===== config.mk =====
export PLATFORM = sky130hd
export DESIGN_NAME = fetch_sequencer
export DESIGN_NICKNAME = d
export VERILOG_FILES = /design/src/rtl/fetch_sequencer.sv
export SDC_FILE = /design/constraint.sdc
export NUM_CORES = 1
export LEC_CHECK = 0
export ABC_AREA = 1
export CORE_MARGIN = 8
export CORE_UTILIZATION = 39
export CTS_CLUSTER_DIAMETER = 100
export DETAILED_ROUTE_END_ITERATION = 7
export GPL_TIMING_DRIVEN = 0
export MAX_ROUTING_LAYER = met4
export PLACE_DENSITY = 0.86
export SLEW_MARGIN = 0
export SYNTH_ARGS = -nofsm -noshare
export SYNTH_HDL_FRONTEND = slang
export SYNTH_SLANG_ARGS = --single-unit
export TNS_END_PERCENT = 1

===== constraint.sdc =====
create_clock -name Clock -period 1.21 [get_ports Clock]
set_input_delay 0.1815 -clock Clock [delete_from_list [all_inputs] [get_ports Clock]]
set_output_delay 0.1815 -clock Clock [all_outputs]
set_load 0.01 [all_outputs]

===== src/rtl/fetch_sequencer.sv =====
// Instruction fetch sequencer: owns the PC, fetches one 16-bit word per cycle into a
// one-entry valid/ready output slot, applies branch redirects and stops at the halt word.
module fetch_sequencer #(
    parameter logic [15:0] RESET_PC   = 16'h0000,
    parameter logic [15:0] HALT_WORD  = 16'hFFFF,
    parameter int          IMEM_WORDS = 1024
) (
    input  logic        Clock,
    input  logic        ResetN,
    input  logic        Start,
    output logic [15:0] IMemAddress,
    input  logic [15:0] IMemInstruction,
    output logic [15:0] Instr,
    output logic [15:0] InstrPC,
    output logic        InstrValid,
    input  logic        InstrReady,
    input  logic        BranchTaken,
    input  logic [15:0] BranchTarget,
    output logic        Halted,
    output logic        Busy
);

    localparam logic [1:0] ST_IDLE   = 2'd0;
    localparam logic [1:0] ST_RUN    = 2'd1;
    localparam logic [1:0] ST_HALTED = 2'd2;

    // Byte-address span is a power of two, so wrapping is a simple mask.
    localparam int          PC_SPAN = 2 * IMEM_WORDS;
    localparam logic [15:0] PC_MASK = 16'(PC_SPAN - 1);

    logic [1:0]  state_r, state_s;
    logic [15:0] pc_r, pc_s;
    logic [15:0] instr_r, instr_s;
    logic [15:0] instr_pc_r, instr_pc_s;
    logic        valid_r, valid_s;
    logic        halted_r, halted_s;
    logic        busy_r;
    logic        slot_free_s;
    logic        handshake_s;
    logic [15:0] target_s;
    logic [15:0] pc_inc_s;

    assign slot_free_s = !valid_r || InstrReady;
    assign handshake_s = valid_r && InstrReady;
    assign target_s    = BranchTarget & 16'hFFFE & PC_MASK;
    assign pc_inc_s    = (pc_r + 16'd2) & PC_MASK;

    // Next-state decode; priority is Start, then redirect, then halt, then fetch.
    always_comb begin
        state_s    = state_r;
        pc_s       = pc_r;
        instr_s    = instr_r;
        instr_pc_s = instr_pc_r;
        valid_s    = valid_r;
        halted_s   = halted_r;
        if (Start) begin
            state_s  = ST_RUN;
            pc_s     = RESET_PC;
            valid_s  = 1'b0;
            halted_s = 1'b0;
        end else begin
            case (state_r)
                ST_RUN: begin
                    if (BranchTaken) begin
                        pc_s    = target_s;
                        valid_s = 1'b0;
                    end else if (IMemInstruction == HALT_WORD) begin
                        // A held entry survives the halt until decode takes it.
                        valid_s  = valid_r && !InstrReady;
                        halted_s = 1'b1;
                        state_s  = ST_HALTED;
                    end else if (slot_free_s) begin
                        instr_s    = IMemInstruction;
                        instr_pc_s = pc_r;
                        valid_s    = 1'b1;
                        pc_s       = pc_inc_s;
                    end else begin
                        valid_s = valid_r;
                    end
                end
                ST_HALTED: begin
                    if (handshake_s) begin
                        valid_s = 1'b0;
                    end else begin
                        valid_s = valid_r;
                    end
                end
                ST_IDLE: begin
                    valid_s = 1'b0;
                end
                default: begin
                    state_s = ST_IDLE;
                    valid_s = 1'b0;
                end
            endcase
        end
    end

    // State, PC and output slot registers.
    always_ff @(posedge Clock or negedge ResetN) begin
        if (!ResetN) begin
            state_r    <= ST_IDLE;
            pc_r       <= RESET_PC;
            instr_r    <= 16'h0000;
            instr_pc_r <= 16'h0000;
            valid_r    <= 1'b0;
            halted_r   <= 1'b0;
            busy_r     <= 1'b0;
        end else begin
            state_r    <= state_s;
            pc_r       <= pc_s;
            instr_r    <= instr_s;
            instr_pc_r <= instr_pc_s;
            valid_r    <= valid_s;
            halted_r   <= halted_s;
            busy_r     <= (state_s == ST_RUN);
        end
    end

    assign IMemAddress = pc_r;
    assign Instr       = instr_r;
    assign InstrPC     = instr_pc_r;
    assign InstrValid  = valid_r;
    assign Halted      = halted_r;
    assign Busy        = busy_r;

endmodule


==> flow_summary_export.csv <==
group,metric,value,unit
run_status,status,"complete, but fails checks",
run_status,violations,"negative setup slack",
placed_design,dp_worst_setup_slack,-0.467,ns
critical_path,rrSetupSlack,-0.15,ns
hold_path,hold_path_depth,3,
final_layout,regArea,1030,um^2
final_layout,fillers,524,
floorplan,die_w,91.1,um
floorplan,fp.dieH,91.1,um
placed_design,dp_hpwl,4430,um
timing,slew_violations,0,
floorplan,dieArea,8300,um^2
yosys,syn_area,2200,um^2
critical_path,r2r.worst_path.cells,9,
yosys,synth_edf_count,0,
cts,cts_made_buffers,5,
power,leakagePower,1.70,nW
run,cap_violations,0,
cts,ctsRootBufferMaster,"clkbuf_8",
final_layout,nNetsFinal,402,
timing,fin_ws,-0.153,ns
critical_path,start_kind,"register",
routing,drc,0,
cts,cts_tree,"done",
routing,viasPerCell,4.53,
floorplan,start_util,40.2,%
power,power,3.54,mW
critical_path,regToRegStartpoint,"IMemAddress[1]",
routing,vias,1973,
yosys,ys_ff_latch,41,
global_route,antenna_found_initial,0,
timing,timing.final.crit_share,113,%
critical_path,cp_data_required_time,1.44,ns
timing,grt_setup_unrepaired,"true",
placed_design,io_buffers,69,
timing,hold_viol,0,
final_layout,mostFrequentLayoutCells,"83 x nand2_1, 55 x dlygate4sd2_1, 37 x dfrtp_1",
hold_path,hold_class,"in -> reg",
routing,detail_route.iter0.violations,88,
routing,ant_nets,0,
critical_path,reg2reg_to,"IMemAddress[9]",
timing,fmax,734,MHz
hold_path,hold_start,"IMemInstruction[0]",
final_layout,antennaDiodeCount,0,
final_layout,mostFrequentLayoutCell,"nand2_1",
floorplan,core.rowCount,27,
yosys,yosysSeqAreaShare,46.7,%
global_route,grt_pass1_wl,9450,um
yosys,syn_inst,267,
floorplan,ios,88,
global_route,grt_max_degree,27,
yosys,yosysWarnings,0,
placed_design,place_congestion,0.882,
cts,clk_pin_slew_worst_paths,0.08,ns
yosys,avgSynthCellArea,8.23,um^2
yosys,synth_cell_types,24,
routing,drt_wl_total,5910,um
timing,finalSetupViolCount,7,
timing,min_period,1.36,ns
final_layout,final_core_util,58.6,%
yosys,synthArstFlopShare,100,%
timing,finClkSkew,0.00782,ns
global_route,grt_usage,14.3,%
yosys,synthFlopType,"dfrtp_1",
cts,htreeDepth,2,
power,vdd_ir_drop_max,444,uV
critical_path,worstSetupPathType,"reg -> reg",
global_route,grt.overflow.total,0,
hold_path,holdPathEnd,"Instr[0]",
final_layout,syn_to_final_growth,45.9,%
final_layout,drive_gt1_share,26.4,%
cts,cts.sinks,41,
global_route,grt_pass1_vias,1962,
critical_path,path_max_fanout,4,
final_layout,multi_input_area,956,um^2
critical_path,worst_ep_arrival_time,1.60,ns
routing,firstDrtPassIters,4,
cts,cts_max_path_buffers,2,
routing,wl_per_cell,13.5,um
power,power_density,1100,nW/um^2
critical_path,critPathCaptureType,"register",
floorplan,core-area,5470,um^2
cts,clock_latency,0.29,ns
==> how the worst max path moves through the flow <==
stage | cells after the start | from | endpoint
after global placement | 1 | ResetN | IMemAddress[6]
after floorplan | 9 | IMemAddress[1] | IMemAddress[9]
after CTS | 9 | IMemAddress[2] | IMemAddress[9]
final | 9 | IMemAddress[1] | IMemAddress[9]
after global routing | 9 | IMemAddress[1] | IMemAddress[9]
after detailed placement | 10 | IMemInstruction[9] | IMemAddress[4]
==> area by class of cell <==
cell class	count	share of cell area (%)
sequential	41	32.1
multi-input combinational	179	29.8
timing repair buffer	79	21.8
buffer	19	5.62
inverter	39	4.56
tap	72	2.81
clock buffer	5	2.15
clock inverter	2	1.09
==> worst max-delay path, cell delays in order (launching register included) <==
cell and delay [ns]:
dfrtp_1 0.42, ha_2 0.23, nand2_2 0.09, nor2_4 0.13, nand2_1 0.08, nand2_1 0.06
nand2_1 0.05, o21ai_1 0.12, nand2_1 0.07, nand2_1 0.06
==> cells by family (layout without fill, tap and decap cells) <==
logic type	after synthesis	after routing	share of synthesized area, %
AOI/OAI and AO/OA	41	41	13.7
adders and majority gates	1	1	0.569
buffers and inverters	58	144	14.5
DFF	41	41	46.7
other	1	12	0.171
and+or+nand+nor	125	125	24.4
==> flip-flops by register name, indices dropped and copies added (netlist names) <==
signal	count
InstrValid	1
Halted	1
InstrPC	10
Instr	16
Busy	1
IMemAddress	10
state_r	2
==> stage by stage <==
step	setup TNS [ns]	hold slack, ns	cell area [um^2]	cells
6_report	-0.395	0.280	3210	436
5_1_grt	-2.07	0.278	3210	436
4_1_cts	-0.454	0.269	3150	433
3_5_place_dp	-16.86	0.133	3040	420
3_3_place_gp	-60.37	0.464	3030	419
2_1_floorplan	-0.0915	-0.114	2240	278
==> per-layer routing <==
layer	share of wire (%)	track usage, %	vias up
li1	-	-	989
met1	42	16.4	903
met2	49	22.7	73
met3	7.7	5.19	8
met4	1.3	4.77	0
met5	0	-	-
==> cells in the mapped netlist, types with 2 or more instances <==
cell type  count  area [um^2]
o21ai_2       24          210
nand4_1        2         12.5
nand3_1        7         35.0
nor2_2         3         18.8
inv_1         36          135
o21ai_0        9         45.0
o21ai_1        4         20.0
dfrtp_1       41         1030
a22oi_1        2         15.0
buf_6          6         67.6
nand2_1       92          345
nand2_2        4         25.0
buf_4         12         90.1
nor2_1        12         45.0
nor2_4         2         22.5
a21oi_1        2         10.0
inv_2          2         7.51
==> power by group <==
group / internal [mW] / total (mW) / switching, mW
clock network: 0.600 / 1.07 / 0.468
logic: 0.416 / 0.864 / 0.449
registers: 1.52 / 1.61 / 0.0925
total: 2.53 / 3.54 / 1.01
==> repair_timing <==
| item | in CTS | in global routing |
|---|---|---|
| buffers inserted | 5 | 3 |
| hold buffers | 1 | 0 |
| endpoints found under the hold margin | 15 | 0 |
| endpoints found under the setup margin | 76 | 39 |
| gates resized for setup | 69 | 22 |
| pin swaps | 5 | 5 |
No activity file was read; power rests on OpenSTA's default activity.
